File: config.mk
export PLATFORM = sky130hd
export DESIGN_NAME = apb_bus_arbiter_flat
export DESIGN_NICKNAME = d
export VERILOG_FILES = /design/src/rtl/apb_bus_arbiter_if.sv /design/src/rtl/apb_bus_arbiter.sv /design/src/flat_wrapper.sv
export SDC_FILE = /design/constraint.sdc
export NUM_CORES = 1
export LEC_CHECK = 0
export ABC_CLOCK_PERIOD_IN_PS = 1700
export BUFFER_PORTS_ARGS = -buffer_cell sky130_fd_sc_hd__buf_4
export CAP_MARGIN = 30
export CORE_ASPECT_RATIO = 0.75
export CORE_MARGIN = 4
export CORE_UTILIZATION = 35
export DETAILED_ROUTE_END_ITERATION = 10
export GPL_TIMING_DRIVEN = 1
export PLACE_DENSITY = 0.78
export SYNTH_ARGS = -nofsm -noshare
export SYNTH_HDL_FRONTEND = slang
export SYNTH_SLANG_ARGS = --single-unit
File: constraint.sdc
create_clock -name clk -period 1.7 [get_ports clk]
set_input_delay 0.34 -clock clk [delete_from_list [all_inputs] [get_ports clk]]
set_output_delay 0.34 -clock clk [all_outputs]
set_load 0.02 [all_outputs]
File: src/rtl/apb_bus_arbiter_if.sv
//------------------------------------------------------------------------------
// Module      : apb_bus_arbiter_if
// Description : Requester-side and peripheral-side signal bundle for
//               apb_bus_arbiter. The master modport is the arbiter's view;
//               the slave modport is the view of the surrounding logic
//               (requesters and peripheral register blocks).
// Revision    : 1.0 - initial release
//------------------------------------------------------------------------------
`default_nettype none

interface apb_bus_arbiter_if #(
  parameter int ADDR_WIDTH = 8,
  parameter int DATA_WIDTH = 16,
  parameter int NUM_SLAVES = 4
);
  // Requester 0 (host bridge)
  logic                             m0Enable;
  logic                             m0Write;
  logic [ADDR_WIDTH-1:0]            m0Addr;
  logic [DATA_WIDTH-1:0]            m0WData;
  logic                             m0Ready;
  logic [DATA_WIDTH-1:0]            m0RData;
  // Requester 1 (internal DMA/sequencer)
  logic                             m1Enable;
  logic                             m1Write;
  logic [ADDR_WIDTH-1:0]            m1Addr;
  logic [DATA_WIDTH-1:0]            m1WData;
  logic                             m1Ready;
  logic [DATA_WIDTH-1:0]            m1RData;
  // Shared APB bus
  logic [NUM_SLAVES-1:0]            pSel;
  logic                             pEnable;
  logic                             pWrite;
  logic [ADDR_WIDTH-1:0]            pAddr;
  logic [DATA_WIDTH-1:0]            pWData;
  logic [NUM_SLAVES*DATA_WIDTH-1:0] pRData;
  logic [NUM_SLAVES-1:0]            pReady;
  logic                             timeoutErr;

  modport master (
    input  m0Enable, m0Write, m0Addr, m0WData,
    output m0Ready, m0RData,
    input  m1Enable, m1Write, m1Addr, m1WData,
    output m1Ready, m1RData,
    output pSel, pEnable, pWrite, pAddr, pWData,
    input  pRData, pReady,
    output timeoutErr
  );

  modport slave (
    output m0Enable, m0Write, m0Addr, m0WData,
    input  m0Ready, m0RData,
    output m1Enable, m1Write, m1Addr, m1WData,
    input  m1Ready, m1RData,
    input  pSel, pEnable, pWrite, pAddr, pWData,
    output pRData, pReady,
    input  timeoutErr
  );
endinterface

`default_nettype wire

File: src/rtl/apb_bus_arbiter.sv
//------------------------------------------------------------------------------
// Module      : apb_bus_arbiter
// Description : Two-requester round-robin APB arbiter with one-hot peripheral
//               select decode and read-data/ready return mux.
//               Optional feature macro: APB_TIMEOUT_EN (forced completion with
//               timeoutErr after TIMEOUT_CYCLES ACCESS cycles).
// Revision    : 1.0 - initial release
//------------------------------------------------------------------------------
`default_nettype none

module apb_bus_arbiter #(
  parameter int ADDR_WIDTH     = 8,
  parameter int DATA_WIDTH     = 16,
  parameter int NUM_SLAVES     = 4,   // must be <= 2**SEL_WIDTH
  parameter int SEL_WIDTH      = 2,
  parameter int SEL_LSB        = 4,
  parameter int TIMEOUT_CYCLES = 15
) (
  input  logic              clk,
  input  logic              reset,
  apb_bus_arbiter_if.master bus
);

  typedef enum logic [1:0] {
    IDLE   = 2'd0,
    SETUP  = 2'd1,
    ACCESS = 2'd2
  } state_t;

  state_t                  state, state_next;
  logic                    grant;        // 0 = m0, 1 = m1 owns current transfer
  logic                    last_grant;   // owner of last completed transfer
  logic                    grant_pick;
  logic                    any_req;
  logic [ADDR_WIDTH-1:0]   addr_q;
  logic                    write_q;
  logic [DATA_WIDTH-1:0]   wdata_q;
  logic [SEL_WIDTH-1:0]    idx;
  logic [NUM_SLAVES-1:0]   sel_onehot;
  logic                    slave_ready;
  logic [DATA_WIDTH-1:0]   slave_rdata;
  logic [DATA_WIDTH-1:0]   rdata_out;
  logic [NUM_SLAVES-1:0]   psel;
  logic                    penable;
  logic                    done;
  logic                    complete;
  logic                    timeout_hit;

  // Contest goes to the requester that did not finish last; a lone requester always wins.
  assign any_req    = bus.m0Enable | bus.m1Enable;
  assign grant_pick = (bus.m0Enable && bus.m1Enable) ? ~last_grant : bus.m1Enable;
  assign idx        = addr_q[SEL_LSB +: SEL_WIDTH];

  // Slave decode: unmapped indexes fall through to forced ready with all-ones data.
  always_comb begin
    sel_onehot  = '0;
    slave_ready = 1'b1;
    slave_rdata = '1;
    for (int i = 0; i < NUM_SLAVES; i++) begin
      if (idx == SEL_WIDTH'(i)) begin
        sel_onehot[i] = 1'b1;
        slave_ready   = bus.pReady[i];
        slave_rdata   = bus.pRData[i*DATA_WIDTH +: DATA_WIDTH];
      end
    end
  end

`ifdef APB_TIMEOUT_EN
  localparam int CNT_W = $clog2(TIMEOUT_CYCLES + 1);
  logic [CNT_W-1:0] to_cnt;

  // Counts ACCESS cycles that passed without the selected slave being ready.
  always_ff @(posedge clk) begin
    if (reset) begin
      to_cnt <= '0;
    end else if (state == SETUP) begin
      to_cnt <= '0;
    end else if (state == ACCESS && !slave_ready) begin
      to_cnt <= to_cnt + 1'b1;
    end
  end

  // Fires in the TIMEOUT_CYCLES-th ACCESS cycle; a real ready in that cycle wins.
  assign timeout_hit = (state == ACCESS) && !slave_ready &&
                       (to_cnt == CNT_W'(TIMEOUT_CYCLES - 1));
`else
  assign timeout_hit = 1'b0;
`endif

  // State register plus transfer latch and round-robin history.
  always_ff @(posedge clk) begin
    if (reset) begin
      state      <= IDLE;
      grant      <= 1'b0;
      last_grant <= 1'b1;
      addr_q     <= '0;
      write_q    <= 1'b0;
      wdata_q    <= '0;
    end else begin
      state <= state_next;
      if (state == IDLE && any_req) begin
        grant   <= grant_pick;
        addr_q  <= grant_pick ? bus.m1Addr  : bus.m0Addr;
        write_q <= grant_pick ? bus.m1Write : bus.m0Write;
        wdata_q <= grant_pick ? bus.m1WData : bus.m0WData;
      end
      if (done) begin
        last_grant <= grant;
      end
    end
  end

  // Next-state and APB phase outputs.
  always_comb begin
    state_next = state;
    psel       = '0;
    penable    = 1'b0;
    done       = 1'b0;
    case (state)
      IDLE: begin
        if (any_req) state_next = SETUP;
      end
      SETUP: begin
        psel       = sel_onehot;
        state_next = ACCESS;
      end
      ACCESS: begin
        psel    = sel_onehot;
        penable = 1'b1;
        if (slave_ready || timeout_hit) begin
          done       = 1'b1;
          state_next = IDLE;
        end
      end
      default: state_next = IDLE;
    endcase
  end

  // A reset cycle aborts the transfer, so completion is suppressed while reset is high.
  assign complete  = done && !reset;
  assign rdata_out = slave_ready ? slave_rdata : '1;

  assign bus.m0Ready    = complete && !grant;
  assign bus.m1Ready    = complete && grant;
  assign bus.m0RData    = (complete && !grant) ? rdata_out : '0;
  assign bus.m1RData    = (complete && grant)  ? rdata_out : '0;
  assign bus.pSel       = psel;
  assign bus.pEnable    = penable;
  assign bus.pWrite     = write_q;
  assign bus.pAddr      = addr_q;
  assign bus.pWData     = wdata_q;
  assign bus.timeoutErr = timeout_hit && !reset;

endmodule

`default_nettype wire

File: src/flat_wrapper.sv
// flat-port wrapper written by rule: the top's interface ports become plain ports
module apb_bus_arbiter_flat 
#(
  parameter int ADDR_WIDTH     = 8,
  parameter int DATA_WIDTH     = 16,
  parameter int NUM_SLAVES     = 4,                             
  parameter int SEL_WIDTH      = 2,
  parameter int SEL_LSB        = 4,
  parameter int TIMEOUT_CYCLES = 15
)
  (clk, reset, bus_m0Enable, bus_m0Write, bus_m0Addr, bus_m0WData, bus_m0Ready, bus_m0RData, bus_m1Enable, bus_m1Write, bus_m1Addr, bus_m1WData, bus_m1Ready, bus_m1RData, bus_pSel, bus_pEnable, bus_pWrite, bus_pAddr, bus_pWData, bus_pRData, bus_pReady, bus_timeoutErr);
  apb_bus_arbiter_if #(.ADDR_WIDTH(ADDR_WIDTH), .DATA_WIDTH(DATA_WIDTH), .NUM_SLAVES(NUM_SLAVES)) bus_i ();
  input  logic clk;
  input  logic reset;
  input wire logic [$bits(bus_i.m0Enable)-1:0] bus_m0Enable;
  input wire logic [$bits(bus_i.m0Write)-1:0] bus_m0Write;
  input wire logic [$bits(bus_i.m0Addr)-1:0] bus_m0Addr;
  input wire logic [$bits(bus_i.m0WData)-1:0] bus_m0WData;
  output wire logic [$bits(bus_i.m0Ready)-1:0] bus_m0Ready;
  output wire logic [$bits(bus_i.m0RData)-1:0] bus_m0RData;
  input wire logic [$bits(bus_i.m1Enable)-1:0] bus_m1Enable;
  input wire logic [$bits(bus_i.m1Write)-1:0] bus_m1Write;
  input wire logic [$bits(bus_i.m1Addr)-1:0] bus_m1Addr;
  input wire logic [$bits(bus_i.m1WData)-1:0] bus_m1WData;
  output wire logic [$bits(bus_i.m1Ready)-1:0] bus_m1Ready;
  output wire logic [$bits(bus_i.m1RData)-1:0] bus_m1RData;
  output wire logic [$bits(bus_i.pSel)-1:0] bus_pSel;
  output wire logic [$bits(bus_i.pEnable)-1:0] bus_pEnable;
  output wire logic [$bits(bus_i.pWrite)-1:0] bus_pWrite;
  output wire logic [$bits(bus_i.pAddr)-1:0] bus_pAddr;
  output wire logic [$bits(bus_i.pWData)-1:0] bus_pWData;
  input wire logic [$bits(bus_i.pRData)-1:0] bus_pRData;
  input wire logic [$bits(bus_i.pReady)-1:0] bus_pReady;
  output wire logic [$bits(bus_i.timeoutErr)-1:0] bus_timeoutErr;
  assign bus_i.m0Enable = bus_m0Enable;
  assign bus_i.m0Write = bus_m0Write;
  assign bus_i.m0Addr = bus_m0Addr;
  assign bus_i.m0WData = bus_m0WData;
  assign bus_m0Ready = bus_i.m0Ready;
  assign bus_m0RData = bus_i.m0RData;
  assign bus_i.m1Enable = bus_m1Enable;
  assign bus_i.m1Write = bus_m1Write;
  assign bus_i.m1Addr = bus_m1Addr;
  assign bus_i.m1WData = bus_m1WData;
  assign bus_m1Ready = bus_i.m1Ready;
  assign bus_m1RData = bus_i.m1RData;
  assign bus_pSel = bus_i.pSel;
  assign bus_pEnable = bus_i.pEnable;
  assign bus_pWrite = bus_i.pWrite;
  assign bus_pAddr = bus_i.pAddr;
  assign bus_pWData = bus_i.pWData;
  assign bus_i.pRData = bus_pRData;
  assign bus_i.pReady = bus_pReady;
  assign bus_timeoutErr = bus_i.timeoutErr;
  apb_bus_arbiter #(.ADDR_WIDTH(ADDR_WIDTH), .DATA_WIDTH(DATA_WIDTH), .NUM_SLAVES(NUM_SLAVES), .SEL_WIDTH(SEL_WIDTH), .SEL_LSB(SEL_LSB), .TIMEOUT_CYCLES(TIMEOUT_CYCLES)) u_core (.clk(clk), .reset(reset), .bus(bus_i));
endmodule
==> metrics <==
Initial Util=0.368; first-pass GRT wire length=around 12 mm; hold path depth=3; Design Area, Final=0.00395 mm^2; synthesis-to-layout area growth=80.4%; CTS HTree Levels=2; Reg clk slew, reported paths=around 0.060 ns; worst hold path type=input pin to register; fmax=0.459 GHz; Clock Root Buffer=clkbuf_8; initial antenna violation count=0; Crit Path Max Fanout=9; routed len/inst=16.1 um; CTS hold repair buffers=0; crit path kind=register to output pin; most frequent cells in the layout=165 x buf_4, 30 x nor2_1, 30 x buf_6, 28 x mux2i_1; crit path time final=2.18 ns; CTS tree=yes; Detail Placement HPWL=6.03 mm; Die H=about 76 um; final setup fails=34; GRT Overall Usage=0.193; R2R setup slack=0.10 ns; port buffer count=185; Placed Area=0.00369 mm^2; final wirelength=7.62 mm; RR Startpoint=u_core.state[0]; setup TNS=-14.76 ns; gpl congestion=between 0.9 and 1; area of the multi-input gates=0.00153 mm^2; mapped cell area=0.00219 mm^2; Ys Warns=0; most common cell after layout, fill and taps aside=buf_4; #FFs+latches synth=29; vias per std cell=4.88; Pleak=1.89 nW; Fin Clk Skew=0.00250 ns; hold endpoint=u_core.bus.pWData[10]; min setup slack post-route=-0.479 ns; syn_area_per_cell=10.5 um^2; vias post-DR=2304; endpoints failing hold=0; peak supply drop=approximately 440 uV; clock tree buffer depth=2; R2R cell count=7; Final period util=1.28; Final Max Tran Viols=0; max-capacitance violation count=0; vias in the first global route=2405; storage element area=just under 600 um^2; pwr dens=700 mW/mm^2; largest net degree at the start of global routing=51; gr ovfl total=0; register area share after synthesis=0.265; share of cells above drive strength 1=0.650; DR pass1 iterations=4; startpoint type of the worst setup path=register; Worst Path Arrival=approximately 1.8 ns; nature of the critical path endpoint=output pin; r2r endpoint=u_core.state[1]; total CTS buffers=5; violations in the final reports=negative setup slack; fillers=489; Initial DRC Count=100; CP Data Required Time=about 1.4 ns; core area=0.00595 mm^2; DIE AREA=0.00759 mm^2; Synth Net Count=333; RSZ-0062 raised after global routing=true; Site Rows=24; Routed Antenna Nets=0; run status=finished, violations left; worst skew pair latency=0.27 ns; DIE WIDTH=99.3 um; Nets=519; Clock Sinks=29; DRC=0; cell count after synthesis=208; # IOs=187; Hold Crit Start=bus_m0WData[10]; library cells used by synthesis=33; Antenna diodes=0
## worst max-delay path, cell delays in order (launching register included)
cell and delay (ns):
dfxtp_4 0.37, mux4_2 0.58, and4b_4 0.28, and2_2 0.21, buf_6 0.13
## per-stage QoR
step / cells / setup WS (ns) / hold slack [ns] / utilization / power (mW)
floorplan: 208 / -0.228 / 0.465 / - / 1.62
global placement: 464 / -0.260 / 0.483 / 0.620 / 2.14
detailed placement: 464 / -0.281 / 0.493 / 0.620 / 2.17
CTS: 472 / -0.502 / 0.411 / 0.658 / 2.78
global route: 472 / -0.529 / 0.424 / 0.664 / 2.94
finish: 472 / -0.479 / 0.421 / 0.664 / 2.76
## where the power goes
group / switching [mW] / total, mW / internal, mW
Clock: 0.237 / 0.557 / 0.320
Sequential: 0.0640 / 0.858 / 0.794
Combinational: 0.629 / 1.35 / 0.718
Total: 0.930 / 2.76 / 1.83
## how the worst max path moves through the flow
stage	startpoint	endpoint
finish	u_core.bus.pAddr[4]	bus_m1RData[6]
global route	u_core.bus.pAddr[4]	bus_m1RData[6]
CTS	u_core.bus.pAddr[4]	bus_m1RData[8]
detailed placement	bus_pReady[3]	bus_m1RData[0]
global placement	bus_pReady[3]	bus_m1RData[6]
floorplan	u_core.bus.pAddr[4]	bus_m1RData[10]
## sequential cells by signal (all words and copies together), names as in the netlist
signal / flops
u_core.bus.pWData: 16
u_core.bus.pWrite: 1
u_core.last_grant: 1
u_core.grant: 1
u_core.bus.pAddr: 8
u_core.state: 2
## logic make-up after synthesis
kind of cell | after synthesis | share of synthesized area
AOI/OAI and AO/OA | 34 | 0.117
adders and majority gates | 3 | 0.0172
buffers and inverters | 23 | 0.0755
DFF | 29 | 0.265
muxes | 45 | 0.317
other | 1 | 0.00171
and+or+nand+nor | 73 | 0.207
## cell usage after synthesis
library cell,count,share of area
mux4_1,8,0.096
and3b_1,1,0.0040
and2_1,9,0.026
a31oi_1,1,0.0029
nor2b_1,5,0.014
o2bb2ai_1,1,0.0040
buf_4,3,0.010
nand3_4,1,0.0080
and3_1,1,0.0029
nand2b_1,3,0.0086
and4b_4,1,0.0063
and2_4,8,0.032
conb_1,1,0.0017
clkbuf_4,1,0.0034
a22oi_1,2,0.0069
a222oi_1,1,0.0046
buf_6,3,0.015
mux4_2,9,0.093
nor2_1,30,0.051
ha_1,3,0.017
inv_1,3,0.0051
a211oi_1,26,0.089
clkbuf_8,4,0.025
o21ai_0,1,0.0023
nand2_1,1,0.0017
and2b_2,12,0.048
o21a_1,1,0.0034
buf_2,1,0.0023
a21boi_0,1,0.0034
nor3b_1,1,0.0034
clkbuf_1,8,0.014
dfxtp_1,29,0.27
mux2i_1,28,0.13
## timing repair
| item | CTS | global route |
|---|---|---|
| cloned | 1 | 0 |
| pin swaps | 4 | 4 |
| setup buffers | 0 | 0 |
| resized for setup | 38 | 10 |
| endpoints found under the setup margin | 38 | 40 |
## area by class of cell
cell class	count	share of cell area
multi-input combinational	157	0.386
tap	78	0.0247
clock buffer	7	0.0219
sequential	29	0.149
inverter	3	0.00285
timing repair buffer	198	0.415
## routing by layer
metal	GRT usage	part of all wire	up-vias	wire length (um)
met5	0	0	-	0
met1	0.229	0.40	1054	3030
met4	0.0464	0.018	0	138
li1	-	-	1138	-
met2	0.345	0.51	96	3890
met3	0.0485	0.074	16	562
No activity file was read; power rests on OpenSTA's default activity.
